<file path="config.mk">
export PLATFORM = sky130hd
export DESIGN_NAME = periph_rr_arbiter
export DESIGN_NICKNAME = d
export VERILOG_FILES = /design/src/rtl/periph_arb_pkg.sv /design/src/rtl/periph_arb_route_fifo.sv /design/src/rtl/periph_rr_arbiter.sv
export SDC_FILE = /design/constraint.sdc
export NUM_CORES = 1
export LEC_CHECK = 0
export ABC_CLOCK_PERIOD_IN_PS = 2600
export CORE_AREA = 8 8 158 160
export CTS_BUF_LIST = sky130_fd_sc_hd__clkbuf_8
export CTS_CLUSTER_SIZE = 12
export DETAILED_ROUTE_END_ITERATION = 12
export DIE_AREA = 0 0 166 168
export PLACE_DENSITY = 0.49
export REMOVE_ABC_BUFFERS = 1
export SETUP_SLACK_MARGIN = 0.3
export SYNTH_ARGS = -nofsm -noshare
export SYNTH_HDL_FRONTEND = slang
export SYNTH_SLANG_ARGS = --single-unit
export TNS_END_PERCENT = 50
</file>
<file path="constraint.sdc">
create_clock -name clk_i -period 2.6 [get_ports clk_i]
set_input_delay 0.26 -clock clk_i [delete_from_list [all_inputs] [get_ports clk_i]]
set_output_delay 0.26 -clock clk_i [all_outputs]
set_load 0.005 [all_outputs]
</file>
<file path="src/rtl/periph_arb_pkg.sv">
// ---------------------------------------------------------------------------
// periph_arb_pkg
// Shared definitions for the peripheral round-robin arbiter slice.
//   idx_width()  : index width for a count of items, never less than 1
//   arb_state_e  : lock state of the arbiter (UNLOCKED / LOCKED)
// ---------------------------------------------------------------------------
package periph_arb_pkg;

    // Width needed to index n items. For n <= 2 this is forced to 1 so that
    // degenerate configurations still get a real (non-zero-width) vector.
    function automatic int idx_width(input int n);
        if (n <= 2) begin
            return 1;
        end
        return $clog2(n);
    endfunction

    typedef enum logic {
        UNLOCKED = 1'b0,
        LOCKED   = 1'b1
    } arb_state_e;

endpackage

</file>
<file path="src/rtl/periph_arb_route_fifo.sv">
// ---------------------------------------------------------------------------
// periph_arb_route_fifo
// Small in-order FIFO holding the master index of every accepted request so
// the matching response can be steered back.
// Ports:
//   clk_i, rst_ni : clock, asynchronous active-low reset
//   push_i, data_i: write an index (ignored when full)
//   pop_i, data_o : drop the head entry (ignored when empty); data_o is the
//                   head, readable combinationally
//   full_o, empty_o, count_o : occupancy status
// DEPTH must be a power of two so the pointers wrap naturally.
// ---------------------------------------------------------------------------
module periph_arb_route_fifo
    import periph_arb_pkg::*;
#(
    parameter int WIDTH = 2,
    parameter int DEPTH = 4,
    localparam int PW   = idx_width(DEPTH),
    localparam int CW   = idx_width(DEPTH + 1)
) (
    input  logic             clk_i,
    input  logic             rst_ni,
    input  logic             push_i,
    input  logic [WIDTH-1:0] data_i,
    input  logic             pop_i,
    output logic [WIDTH-1:0] data_o,
    output logic             full_o,
    output logic             empty_o,
    output logic [CW-1:0]    count_o
);

    logic [WIDTH-1:0] mem_q [DEPTH];
    logic [PW-1:0]    wr_ptr_q, wr_ptr_d;
    logic [PW-1:0]    rd_ptr_q, rd_ptr_d;
    logic [CW-1:0]    count_q, count_d;
    logic             push_en, pop_en;

    assign full_o  = (count_q == CW'(DEPTH));
    assign empty_o = (count_q == '0);
    assign count_o = count_q;
    assign data_o  = mem_q[rd_ptr_q];

    assign push_en = push_i & ~full_o;
    assign pop_en  = pop_i & ~empty_o;

    always_comb begin
        wr_ptr_d = wr_ptr_q + PW'(push_en);
        rd_ptr_d = rd_ptr_q + PW'(pop_en);
        count_d  = count_q + CW'(push_en) - CW'(pop_en);
    end

    always_ff @(posedge clk_i or negedge rst_ni) begin
        if (!rst_ni) begin
            wr_ptr_q <= '0;
            rd_ptr_q <= '0;
            count_q  <= '0;
        end else begin
            wr_ptr_q <= wr_ptr_d;
            rd_ptr_q <= rd_ptr_d;
            count_q  <= count_d;
        end
    end

    // Storage needs no reset: an entry is only ever read after being written.
    always_ff @(posedge clk_i) begin
        if (push_en) begin
            mem_q[wr_ptr_q] <= data_i;
        end
    end

endmodule

</file>
<file path="src/rtl/periph_rr_arbiter.sv">
// ---------------------------------------------------------------------------
// periph_rr_arbiter
// N-to-1 round-robin arbiter in front of the peripheral request FIFO. The
// granted master index is recorded per accepted request and used to steer the
// in-order responses back to their originator. At most MAX_OUTSTANDING
// requests may be in flight.
// Ports:
//   clk_i, rst_ni               : clock, asynchronous active-low reset
//   data_req_i .. data_be_i     : per-master request and payload
//   data_gnt_o, data_r_valid_o  : per-master grant / response valid
//   data_r_opc_o, data_r_rdata_o: response broadcast to all masters
//   data_req_o .. data_be_o     : muxed request towards the FIFO
//   data_gnt_i                  : FIFO can take a request this cycle
//   data_r_valid_i/opc/rdata    : responses, in request order
// Optional build macro PERIPH_RR_ARB_ERR_EN adds err_o, a sticky flag raised
// on a response with nothing outstanding or a locked master dropping its
// request. Cleared only by reset.
// ---------------------------------------------------------------------------
module periph_rr_arbiter
    import periph_arb_pkg::*;
#(
    parameter int NB_MASTERS      = 4,
    parameter int ADDR_WIDTH      = 32,
    parameter int DATA_WIDTH      = 32,
    parameter int BYTE_ENABLE_BIT = DATA_WIDTH / 8,
    parameter int MAX_OUTSTANDING = 4
) (
    input  logic                                        clk_i,
    input  logic                                        rst_ni,
    input  logic [NB_MASTERS-1:0]                       data_req_i,
    input  logic [NB_MASTERS-1:0][ADDR_WIDTH-1:0]       data_add_i,
    input  logic [NB_MASTERS-1:0]                       data_we_n_i,
    input  logic [NB_MASTERS-1:0][DATA_WIDTH-1:0]       data_wdata_i,
    input  logic [NB_MASTERS-1:0][BYTE_ENABLE_BIT-1:0]  data_be_i,
    output logic [NB_MASTERS-1:0]                       data_gnt_o,
    output logic [NB_MASTERS-1:0]                       data_r_valid_o,
    output logic                                        data_r_opc_o,
    output logic [DATA_WIDTH-1:0]                       data_r_rdata_o,
    output logic                                        data_req_o,
    output logic [ADDR_WIDTH-1:0]                       data_add_o,
    output logic                                        data_we_n_o,
    output logic [DATA_WIDTH-1:0]                       data_wdata_o,
    output logic [BYTE_ENABLE_BIT-1:0]                  data_be_o,
    input  logic                                        data_gnt_i,
    input  logic                                        data_r_valid_i,
    input  logic                                        data_r_opc_i,
    input  logic [DATA_WIDTH-1:0]                       data_r_rdata_i
`ifdef PERIPH_RR_ARB_ERR_EN
    ,
    output logic                                        err_o
`endif
);

    localparam int IW = idx_width(NB_MASTERS);
    localparam int CW = idx_width(MAX_OUTSTANDING + 1);

    arb_state_e      state_q, state_d;
    logic [IW-1:0]   rr_q, rr_d;
    logic [IW-1:0]   lock_idx_q, lock_idx_d;
    logic [IW-1:0]   winner;
    logic [IW-1:0]   head_idx;
    logic            route_full, route_empty;
    logic [CW-1:0]   unused_route_count;
    logic            accept;
    logic            found;
    int              cand;

    // Winner search: first requester at or after the RR pointer. While locked
    // the stalled master is pinned so its payload stays on the bus.
    always_comb begin
        winner = rr_q;
        found  = 1'b0;
        cand   = 0;
        if (state_q == LOCKED) begin
            winner = lock_idx_q;
        end else begin
            for (int i = 0; i < NB_MASTERS; i++) begin
                cand = int'(rr_q) + i;
                if (cand >= NB_MASTERS) begin
                    cand = cand - NB_MASTERS;
                end
                if (!found && data_req_i[cand]) begin
                    winner = IW'(cand);
                    found  = 1'b1;
                end
            end
        end
    end

    // Full blocks new requests even if a response frees a slot this cycle.
    assign data_req_o   = (|data_req_i) & ~route_full;
    assign accept       = data_req_o & data_gnt_i;
    assign data_add_o   = data_add_i[winner];
    assign data_we_n_o  = data_we_n_i[winner];
    assign data_wdata_o = data_wdata_i[winner];
    assign data_be_o    = data_be_i[winner];

    assign data_r_opc_o   = data_r_opc_i;
    assign data_r_rdata_o = data_r_rdata_i;

    for (genvar gi = 0; gi < NB_MASTERS; gi++) begin : g_master
        assign data_gnt_o[gi]     = accept & (winner == IW'(gi));
        // A response with nothing outstanding goes nowhere.
        assign data_r_valid_o[gi] = data_r_valid_i & ~route_empty & (head_idx == IW'(gi));
    end

    always_comb begin
        state_d    = state_q;
        lock_idx_d = lock_idx_q;
        rr_d       = rr_q;
        case (state_q)
            UNLOCKED: begin
                if (data_req_o && !data_gnt_i) begin
                    state_d    = LOCKED;
                    lock_idx_d = winner;
                end
            end
            LOCKED: begin
                if (accept) begin
                    state_d = UNLOCKED;
                end
            end
            default: state_d = UNLOCKED;
        endcase
        if (accept) begin
            rr_d = (winner == IW'(NB_MASTERS - 1)) ? '0 : winner + IW'(1);
        end
    end

    always_ff @(posedge clk_i or negedge rst_ni) begin
        if (!rst_ni) begin
            state_q    <= UNLOCKED;
            lock_idx_q <= '0;
            rr_q       <= '0;
        end else begin
            state_q    <= state_d;
            lock_idx_q <= lock_idx_d;
            rr_q       <= rr_d;
        end
    end

    periph_arb_route_fifo #(
        .WIDTH (IW),
        .DEPTH (MAX_OUTSTANDING)
    ) u_route_fifo (
        .clk_i   (clk_i),
        .rst_ni  (rst_ni),
        .push_i  (accept),
        .data_i  (winner),
        .pop_i   (data_r_valid_i),
        .data_o  (head_idx),
        .full_o  (route_full),
        .empty_o (route_empty),
        .count_o (unused_route_count)
    );

`ifdef PERIPH_RR_ARB_ERR_EN
    logic err_q, err_d;

    always_comb begin
        err_d = err_q
              | (data_r_valid_i & route_empty)
              | ((state_q == LOCKED) & ~data_req_i[lock_idx_q]);
    end

    always_ff @(posedge clk_i or negedge rst_ni) begin
        if (!rst_ni) begin
            err_q <= 1'b0;
        end else begin
            err_q <= err_d;
        end
    end

    assign err_o = err_q;
`endif

endmodule

</file>
==> key figures, run 1 <==
Clocking
  – Clock-pin slew on the worst setup and hold paths: 0.08 ns
  – Root Driver: clkbuf_8
  – Total CTS buffers: 3
  – Clk_lat worst skew: 0.26 ns
  – CTS tree: built
  – CTS max path bufs: 2
  – # hold bufs at CTS: 0
  – H-tree depth: 1
  – CTS sink count: 20

Drt
  – Drt via density: 4.14
  – Post-DRT Antenna Nets: 0
  – WL/cell: 23.4 µm
  – Total number of vias: 4280
  – Final wirelength: 24200 µm
  – Number of remaining DRC errors: 0
  – DR iter-0 viols: 99
  – DR pass1 iterations: 4

Synthesis
  – Largest cells by area after synthesis: mux2i_1 (57%), dfrtp_1 (8.3%), buf_4 (7.0%), edfxtp_1 (6.6%), buf_12 (4.4%)
  – Sequential area share after synthesis: 14.9%
  – Yosys top cell by area: mux2i_1
  – Synth warn: 0
  – Yosys reg bits: 20
  – Mapped Area: 3630 µm²
  – Synth cell types: 36
  – Top-area cell type share of the netlist area: 57.1%
  – Synth Area per Inst: 10.3 µm²
  – Cells after synthesis: 353

Timing
  – Final setup fails: 2
  – Slew headroom: 62.3%
  – Pins Over Slew Limit: 0
  – Fmax: 382 MHz
  – Worst-Margin Slew: 0.563 ns
  – Setup TNS: -0.0218 ns
  – Final Cycle Share: 101%
  – Final hold vios: 0
  – Min cycle time layout: 2.62 ns
  – Clock skew: 0.00733 ns
  – PnR worst setup slack: -0.0196 ns
  – RSZ-0062 raised after global routing: yes

Floorplan
  – IO Pins: 428
  – Initial Utilization: 16.2%
  – Core Footprint: 22400 µm²
  – Die W: 166 µm
  – Die height: 168 µm
  – Row Count: 55
  – Die area: 27900 µm²

Finish
  – FF/Latch Area: 544 µm²
  – Filler Cell Count: 2207
  – Final #Nets: 1073
  – Area taken by multi-input logic gates: 2790 µm²
  – Area Overhead vs Synth: 132%
  – Fin util: 37.7%
  – Fraction of layout cells with a size suffix above 1: 27.9%

Worst setup path
  – Crit path cell chain: buf_6 -> nor2b_4 -> o21a_1 -> o41ai_4 -> buf_6 -> buf_12 -> buf_6 -> buf_12 -> buf_16 -> mux2i_2 -> mux2i_1 -> buf_2
  – Crit-path leading delay family: buffers and inverters
  – Startpoint Class: flop
  – CP Buf/Inv Count: 7
  – Crit Path Class: flop to output pin
  – Slowest cell on the critical path: dfrtp_2
  – Crit path capture type: output pin
  – Critical Path AT: 2.36 ns
  – Critical path's largest stage delay: 0.43 ns
  – R2R Setup Slk: 0.39 ns
  – CP Max Fanout: 7
  – Worst EP required: 2.34 ns
  – Most frequent cell on the critical path: buf_6

Flow run
  – Max_cap viols: 0

Run status
  – Failing checks: setup timing
  – Run status: complete, but fails checks

Power
  – IR drop worst, VDD: 0.000336 V
  – Leak Pwr: 3.64 nW
  – Pwr Density: 1030 nW/µm²

Global route
  – Initial antenna violation count: 1
  – Global-route wire length before repair: 33900 µm
  – Overall Global Routing Usage: 16.2%
  – Vias in the first global route: 4952
  – Grt total ovfl: 0
  – Largest net degree at the start of global routing: 13

Worst hold path
  – Worst Hold Class: input port to asynchronous set/reset pin

Placed design
  – DP HPWL: 20400 µm
  – RD Place Congestion: 0.790
  – Input/output buffers: 361
[layout by cell type (no fill, tap or decap), types with 2 or more instances in the layout]
master and instances:
nor2_1 6, nor3b_1 2, and3_1 2, edfxtp_1 8
nor3_4 2, dfrtp_1 9, nor2b_4 2, buf_16 14
clkbuf_16 4, or2_4 2, o31ai_4 2, mux2i_1 193
nor3_1 2, inv_1 7, ha_1 4, buf_6 28
mux4_2 2, xor2_1 2, dlygate4sd2_1 4, clkdlybuf4s50_1 284
buf_2 65, buf_12 18, nor2b_1 3, nor3b_2 2
clkbuf_8 3, buf_4 29, xnor2_1 2, mux2_2 2
nand2_1 6, mux2i_4 4, dfrtp_2 3, mux2i_2 10
buf_8 3
[state kept, by name, indices dropped and copies added (netlist names), named ones only]
signal	flops
u_route_fifo.rd_ptr_q	2
u_route_fifo.wr_ptr_q	2
rr_q	2
lock_idx_q	2
u_route_fifo.mem_q	8
u_route_fifo.count_o	3
[cells by family after synthesis]
group / count (synthesis) / synth area share (%)
adder cells (fa/ha/maj): 6 / 2.28
XOR/XNOR: 4 / 0.965
buffers and inverters: 65 / 15.0
flip-flops: 20 / 14.9
multiplexers: 211 / 58.9
AND/OR/NAND/NOR: 36 / 5.38
AO/OA/AOI/OAI: 11 / 2.52
[synthesized netlist by cell type]
master,count
a32oi_1,1
o31ai_1,3
buf_8,1
a21boi_1,1
nand2_1,7
buf_2,8
mux4_2,2
nor3_1,5
and3_1,3
o21ba_1,1
buf_4,34
ha_1,5
inv_1,8
xor2_1,2
nor3b_1,4
o41ai_2,1
edfxtp_1,8
a21oi_1,1
nor2b_1,5
nor2_1,6
xnor2_1,2
or2_2,1
o21a_1,1
dfrtp_1,12
and3b_1,1
or4_1,1
clkbuf_4,6
o41ai_1,1
mux2_2,2
mux2i_1,207
o21ai_0,1
nand2b_1,1
buf_12,8
fa_1,1
or2_1,1
nor4_1,1
[per-stage QoR]
stage / instance area [µm²] / instances / power [mW] / worst slack, ns / hold slack [ns]
after floorplan: 3110 / 296 / 4.07 / -11.12 / -0.0356
after global placement: 7560 / 984 / 6.87 / -0.618 / 0.492
after detailed placement: 7560 / 984 / 6.93 / -0.656 / 0.503
after CTS: 8100 / 1024 / 8.30 / -0.0323 / 0.393
after global routing: 8430 / 1035 / 9.30 / -0.152 / 0.404
final: 8430 / 1035 / 8.68 / -0.0196 / 0.361
[power by group]
part / internal, mW / switching, mW
clock network: 0.205 / 0.103
registers: 0.490 / 0.118
logic: 4.69 / 3.08
total: 5.39 / 3.30
[routing by layer]
| metal | share of wire (%) | vias to the layer above | routed length (µm) | global-route usage, % |
|---|---|---|---|---|
| met5 | 0.53 | - | 127 | 3.61 |
| met4 | 1.1 | 2 | 263 | 1.66 |
| met3 | 10 | 14 | 2450 | 7.81 |
| met2 | 47 | 207 | 11300 | 26.9 |
| met1 | 42 | 1981 | 10000 | 19.1 |
| li1 | - | 2076 | - | - |
[final cells by class]
class | count | area share (%)
diodes | 1 | 0.0297
clock buffers | 3 | 0.490
clock inverters | 1 | 0.356
inverters | 8 | 0.504
multi-input cells | 268 | 33.1
flip-flops and latches | 20 | 6.45
well taps | 285 | 4.23
repair buffers | 449 | 54.9
[timing repair]
item | CTS | global route
gates resized for setup | 367 | 44
buffers inserted | 24 | 6
setup endpoints to repair | 73 | 77
gates cloned | 12 | 4
pin swaps | 8 | 9
[final timing paths]
check,from,end,cells past startpoint
setup / recovery,rr_q[0],data_add_o[11],12
hold / removal,rst_ni,u_route_fifo.count_o[2],1
setup reg to reg,rr_q[0],rr_q[0],12
hold reg to reg,lock_idx_q[1],lock_idx_q[1],1
max in group asynchronous,rst_ni,u_route_fifo.rd_ptr_q[0],1
min in group clk_i,data_r_opc_i,data_r_opc_o,0
No activity file was read; power rests on OpenSTA's default activity.
==> run 2, diff against run 1 <==
SETUP_SLACK_MARGIN = 0.02   (was 0.3)
TNS_END_PERCENT = 20   (was 50)
==> key figures, run 2 (same netlist as run 1, synthesis figures left out) <==
Worst setup path
  – Critical Path AT: 2.45 ns (was 2.36 ns)
  – CP Max Fanout: 12 (was 7)
  – CP Buf/Inv Count: 3 (was 7)
  – Crit Path Class: flop to output pin (unchanged)
  – Worst EP required: 2.34 ns (about the same)
  – Crit path cell chain: and3b_2 -> nor4_4 -> nor3b_2 -> or2_4 -> buf_6 -> buf_12 -> mux2i_2 -> clkdlybuf4s15_2 (was buf_6 -> nor2b_4 -> o21a_1 -> o41ai_4 -> buf_6 -> buf_12 -> buf_6 -> buf_12 -> buf_16 -> mux2i_2 -> mux2i_1 -> buf_2)
  – Crit path capture type: output pin (unchanged)
  – Crit-path leading delay family: simple AND/OR/NAND/NOR gates (was buffers and inverters)
  – Critical path's largest stage delay: 0.44 ns (was 0.43 ns)
  – Slowest cell on the critical path: dfrtp_2 (unchanged)
  – Startpoint Class: flop (unchanged)

Clocking
  – Clock-pin slew on the worst setup and hold paths: 0.08 ns (about the same)
  – CTS max path bufs: 2 (unchanged)
  – CTS sink count: 20 (unchanged)
  – Total CTS buffers: 3 (unchanged)
  – H-tree depth: 1 (unchanged)
  – # hold bufs at CTS: 0 (unchanged)
  – Root Driver: clkbuf_8 (unchanged)
  – Clk_lat worst skew: 0.25 ns (was 0.26 ns)
  – CTS tree: built (unchanged)

Finish
  – Most common cell after layout, fill and taps aside: clkdlybuf4s50_1 (unchanged)
  – Final cell count without fillers: 1025 (was 1035)
  – Area Overhead vs Synth: 122% (was 132%)
  – FF/Latch Area: 543 µm² (was 544 µm²)
  – Fin util: 36.0% (was 37.7%)
  – Fraction of layout cells with a size suffix above 1: 25.1% (was 27.9%)
  – Commonest cells after routing, fill and taps aside: clkdlybuf4s50_1 (284), mux2i_1 (193), buf_2 (49) (was clkdlybuf4s50_1 (284), mux2i_1 (193), buf_2 (65))
  – Filler Cell Count: 2245 (was 2207)
  – Finished Cell Area: 8060 µm² (was 8430 µm²)
  – Area taken by multi-input logic gates: 2680 µm² (was 2790 µm²)
  – N_diodes: 0 (was 1)
  – Biggest register: u_route_fifo.mem_q (unchanged)
  – Number of flip-flops under the largest register name: 8 (unchanged)
  – Final #Nets: 1064 (was 1073)

Drt
  – DR pass1 iterations: 4 (unchanged)
  – Number of remaining DRC errors: 0 (unchanged)
  – Final wirelength: 23700 µm (was 24200 µm)
  – DR iter-0 viols: 78 (was 99)
  – Total number of vias: 4241 (was 4280)
  – Post-DRT Antenna Nets: 0 (unchanged)
  – Drt via density: 4.14 (about the same)
  – WL/cell: 23.1 µm (was 23.4 µm)

Timing
  – Worst-Margin Slew: 0.580 ns (was 0.563 ns)
  – Fmax: 370 MHz (was 382 MHz)
  – Pins Over Slew Limit: 0 (unchanged)
  – Final hold vios: 0 (unchanged)
  – PnR worst setup slack: -0.106 ns (was -0.0196 ns)
  – Final setup fails: 27 (was 2)
  – Final Cycle Share: 104% (was 101%)
  – Setup TNS: -0.751 ns (was -0.0218 ns)
  – Clock skew: 0.00473 ns (was 0.00733 ns)
  – Slew headroom: 61.2% (was 62.3%)
  – Min cycle time layout: 2.71 ns (was 2.62 ns)
  – WHS: 0.372 ns (was 0.361 ns)
  – RSZ-0062 raised after global routing: yes (unchanged)

Placed design
  – Pre-CTS setup slack: -0.656 ns (unchanged)
  – RD Place Congestion: 0.790 (unchanged)
  – Input/output buffers: 361 (unchanged)
  – Placed instance count: 984 (unchanged)
  – DP HPWL: 20400 µm (unchanged)
  – Placed cell area: 7560 µm² (unchanged)

Floorplan
  – Initial Utilization: 16.2% (unchanged)
  – Die W: 166 µm (unchanged)
  – Die area: 27900 µm² (unchanged)
  – Die height: 168 µm (unchanged)
  – Row Count: 55 (unchanged)
  – Core Footprint: 22400 µm² (unchanged)
  – IO Pins: 428 (unchanged)

Flow run
  – Max_cap viols: 0 (unchanged)

Run status
  – Failing checks: setup timing (unchanged)
  – Run status: complete, but fails checks (unchanged)

Power
  – Power, Total: 7.98 mW (was 8.68 mW)
  – IR drop worst, VDD: 0.000308 V (was 0.000336 V)
  – Leak Pwr: 3.52 nW (was 3.64 nW)
  – Pwr Density: 990 nW/µm² (was 1030 nW/µm²)

Global route
  – Initial antenna violation count: 0 (was 1)
  – Vias in the first global route: 4892 (was 4952)
  – Global-route wire length before repair: 33300 µm (was 33900 µm)
  – Overall Global Routing Usage: 16.0% (was 16.2%)
  – Largest net degree at the start of global routing: 15 (was 13)
  – Grt total ovfl: 0 (unchanged)

Worst hold path
  – Worst Hold Class: input port to asynchronous set/reset pin (unchanged)
## run 2: cell types whose count changed in the layout (fill, tap and decap cells not counted), moves of 3 or more
cell / before / now
buf_16: 14 / 7
clkbuf_2: 0 / 16
buf_2: 65 / 49
buf_6: 28 / 19
buf_4: 29 / 33
mux2i_4: 4 / 1
mux2i_2: 10 / 13
## run 2: routing by layer
layer	vias to the layer above	routed length (µm)	GRT usage (%)
met2	213	11100	26.7
met1	1965	9730	18.5
met5	-	127	3.61
li1	2047	-	-
met4	2	204	1.30
met3	14	2540	8.00
## run 2: where the power goes
part	internal (mW)	total [mW]	switching (mW)
combinational	4.20	7.08	2.87
sequential	0.488	0.590	0.102
clock	0.205	0.307	0.102
## run 2: path summary, 6_finish.rpt
check	startpoint	end	slack, ns	cells after the start
worst min-delay path	rst_ni	u_route_fifo.count_o[2]	0.37	1
min in group clk_i	lock_idx_q[0]	lock_idx_q[0]	0.52	2
worst max register to register	rr_q[1]	rr_q[1]	0.33	9
worst max-delay path	rr_q[1]	data_wdata_o[14]	-0.11	8
worst min register to register	lock_idx_q[0]	lock_idx_q[0]	0.52	2
max in group asynchronous	rst_ni	rr_q[1]	1.82	1
## run 2: what timing repair did
action                     in CTS  in global routing
setup endpoints to repair      73                 73
gates resized for setup       228                112
cloned                          8                  2
pin swaps                       3                  6
setup buffers                  17                 15
## run 2: layout make-up
cell class,count,area share [%]
clock inverters,1,0.373
repair buffers,440,54.3
clock buffers,3,0.512
flip-flops and latches,20,6.74
inverters,8,0.373
multi-input cells,268,33.3
well taps,285,4.43
==> run 3, diff against run 2 <==
CTS_BUF_LIST = not set   (was sky130_fd_sc_hd__clkbuf_8)
CTS_CLUSTER_SIZE = 25   (was 12)
SETUP_SLACK_MARGIN = not set   (was 0.02)
==> key figures, run 3 (same netlist as run 1, synthesis figures left out) <==
Power
  – Pwr Density: 985 nW/µm² (was 990 nW/µm²)
  – IR drop worst, VDD: 0.000306 V (was 0.000308 V)
  – Clk pwr share: 5.3% (was 3.9%)
  – P_sw: 3.07 mW (was 3.08 mW)
  – Switching share of power: 38.7% (was 38.6%)
  – Gate power share: 87.2% (was 88.7%)
  – Internal Pwr Total: 4.86 mW (was 4.90 mW)
  – Leak Pwr: 3.52 nW (about the same)
  – Power, Total: 7.93 mW (was 7.98 mW)
  – Reg power frac: 7.5% (was 7.4%)

Drt
  – Final wirelength: 23700 µm (about the same)
  – DR top layer: met5 (unchanged)
  – DR pass1 iterations: 4 (unchanged)
  – Met3 wire length: 2530 µm (was 2540 µm)
  – Number of remaining DRC errors: 0 (unchanged)
  – Total number of vias: 4247 (was 4241)
  – Drt via density: 4.14 (about the same)
  – Met1 WL: 9700 µm (was 9730 µm)
  – Post-DRT Antenna Nets: 0 (unchanged)
  – WL/cell: 23.1 µm (about the same)
  – DR iter-0 viols: 75 (was 78)
  – Met2 routed WL: 11100 µm (about the same)

Floorplan
  – IO Pins: 428 (unchanged)
  – Core Footprint: 22400 µm² (unchanged)
  – Row Count: 55 (unchanged)
  – Die W: 166 µm (unchanged)
  – Initial Utilization: 16.2% (unchanged)
  – Die height: 168 µm (unchanged)
  – Die area: 27900 µm² (unchanged)

Finish
  – Commonest cells after routing, fill and taps aside: clkdlybuf4s50_1 (284), mux2i_1 (195), buf_4 (41) (was clkdlybuf4s50_1 (284), mux2i_1 (193), buf_2 (49))
  – Final #Nets: 1065 (was 1064)
  – Biggest register: u_route_fifo.mem_q (unchanged)
  – Final cell count without fillers: 1027 (was 1025)
  – Number of flip-flops under the largest register name: 8 (unchanged)
  – Most common cell after layout, fill and taps aside: clkdlybuf4s50_1 (unchanged)
  – Fin util: 36.0% (about the same)
  – Area Overhead vs Synth: 122% (about the same)
  – Filler Cell Count: 2230 (was 2245)
  – Fraction of layout cells with a size suffix above 1: 23.9% (was 25.1%)

Clocking
  – CTS tree: built (unchanged)
  – Total CTS buffers: 3 (unchanged)
  – Root Driver: clkbuf_16 (was clkbuf_8)
  – Clk_lat worst skew: 0.25 ns (about the same)
  – Clock-pin slew on the worst setup and hold paths: 0.06 ns (was 0.08 ns)
  – CTS sink count: 20 (unchanged)
  – CTS max path bufs: 2 (unchanged)
  – # hold bufs at CTS: 0 (unchanged)
  – H-tree depth: 1 (unchanged)

Worst setup path
  – Critical Path AT: 2.41 ns (was 2.45 ns)
  – Crit path capture type: output pin (unchanged)
  – R2R Setup Slk: 0.36 ns (was 0.33 ns)
  – Critical R2R Capture: u_route_fifo.count_o[2] (was rr_q[1])
  – Worst EP required: 2.34 ns (about the same)
  – R2R depth: 8 (was 9)
  – Critical path's largest stage delay: 0.42 ns (was 0.44 ns)
  – Worst r2r src: u_route_fifo.count_o[1] (was rr_q[1])
  – Most frequent cell on the critical path: buf_6
  – CP Max Fanout: 7 (was 12)
  – Crit Path Class: flop to output pin (unchanged)
  – Startpoint Class: flop (unchanged)
  – Slowest cell on the critical path: dfrtp_2 (unchanged)
  – Crit path cell chain: nor2b_4 -> o21ba_4 -> o41ai_4 -> buf_6 -> buf_6 -> buf_12 -> buf_12 -> buf_8 -> buf_6 -> mux2i_2 -> mux2i_1 -> buf_2 (was and3b_2 -> nor4_4 -> nor3b_2 -> or2_4 -> buf_6 -> buf_12 -> mux2i_2 -> clkdlybuf4s15_2)

Timing
  – Clock skew: 0.00384 ns (was 0.00473 ns)
  – Final setup fails: 12 (was 27)
  – Min cycle time layout: 2.67 ns (was 2.71 ns)
  – Pins Over Slew Limit: 0 (unchanged)
  – Final Cycle Share: 103% (was 104%)
  – Final hold vios: 0 (unchanged)
  – Worst-Margin Slew: 0.614 ns (was 0.580 ns)
  – Slew headroom: 59.0% (was 61.2%)
  – Fmax: 375 MHz (was 370 MHz)
  – RSZ-0062 raised after global routing: yes (unchanged)
  – PnR worst setup slack: -0.0689 ns (was -0.106 ns)

Global route
  – Grt total ovfl: 0 (unchanged)
  – Largest net degree at the start of global routing: 21 (was 15)
  – Vias in the first global route: 4857 (was 4892)
  – Overall Global Routing Usage: 15.9% (was 16.0%)
  – Global-route wire length before repair: 33000 µm (was 33300 µm)
  – Initial antenna violation count: 1 (was 0)

Worst hold path
  – Worst Hold Class: input port to asynchronous set/reset pin (unchanged)

Placed design
  – Input/output buffers: 361 (unchanged)
  – Placed instance count: 984 (unchanged)
  – RD Place Congestion: 0.790 (unchanged)
  – DP HPWL: 20400 µm (unchanged)

Run status
  – Failing checks: setup timing (unchanged)
  – Run status: complete, but fails checks (unchanged)

Flow run
  – Max_cap viols: 0 (unchanged)
run 3: cell types whose count changed in the layout (fill, tap and decap cells not counted), sizes merged:
cell | previous run | this run
bufbuf | 1 | 0
dlygate4sd2 | 6 | 11
clkbuf | 21 | 36
buf | 129 | 109
diode | 0 | 1
clkdlybuf4s15 | 2 | 4
run 3: area by class of cell:
cell class	instances	area [µm²]	share of cell area, %
repair buffers	441	4340	53.9
multi-input cells	268	2680	33.2
inverters	8	30.0	0.373
clock buffers	3	75.1	0.932
flip-flops and latches	20	543	6.74
clock inverters	1	30.0	0.373
well taps	285	357	4.43
diodes	1	2.50	0.0311
run 3: worst max-delay path, delay by kind of cell, from the launching register on:
| family | cells | cell delay (ns) |
|---|---|---|
| mux | 2 | 0.27 |
| buf+inv | 7 | 0.88 |
| compound gates | 2 | 0.52 |
| simple gates | 1 | 0.06 |
| flops | 1 | 0.42 |
run 3: timing repair:
action / 4_1_cts / 5_1_grt
gates resized for setup: 190 / 106
setup buffers: 14 / 21
pin swaps: 3 / 5
cloned: 6 / 1
hold endpoints to repair: 0 / 0
endpoints found under the setup margin: 73 / 72
run 3: power by group through the flow:
stage / Clock (mW) / Combinational [mW] / Sequential (mW)
floorplan: 0 / 3.50 / 0.568
global placement: 0 / 6.28 / 0.589
detailed placement: 0 / 6.34 / 0.593
CTS: 0.429 / 6.84 / 0.595
global route: 0.450 / 7.46 / 0.611
finish: 0.422 / 6.92 / 0.594
run 3: stage by stage:
step                      setup WS (ns)  area, µm²  hold slack, ns  setup TNS, ns
after global routing             -0.200       8050           0.432          -4.52
after detailed placement         -0.656       7560           0.503         -33.43
after global placement           -0.618       7560           0.492         -30.39
final                           -0.0689       8050           0.392         -0.386
after floorplan                  -11.12       3110         -0.0356        -779.61
after CTS                        -0.216       7980           0.412          -1.80
run 3: routing by layer:
metal | up-vias | global-route usage [%]
li1 | 2052 | -
met1 | 1955 | 18.5
met2 | 220 | 26.2
met3 | 18 | 7.90
met4 | 2 | 1.74
met5 | - | 3.61
run 3: worst max-delay path by stage:
stage / endpoint / depth (start not counted) / start
floorplan: u_route_fifo.mem_q[0][0] / 3 / rr_q[0]
global placement: data_add_o[3] / 9 / data_req_i[0]
detailed placement: data_add_o[3] / 9 / data_req_i[0]
CTS: data_gnt_o[3] / 9 / rr_q[1]
global route: data_wdata_o[11] / 12 / rr_q[0]
finish: data_wdata_o[11] / 12 / rr_q[0]
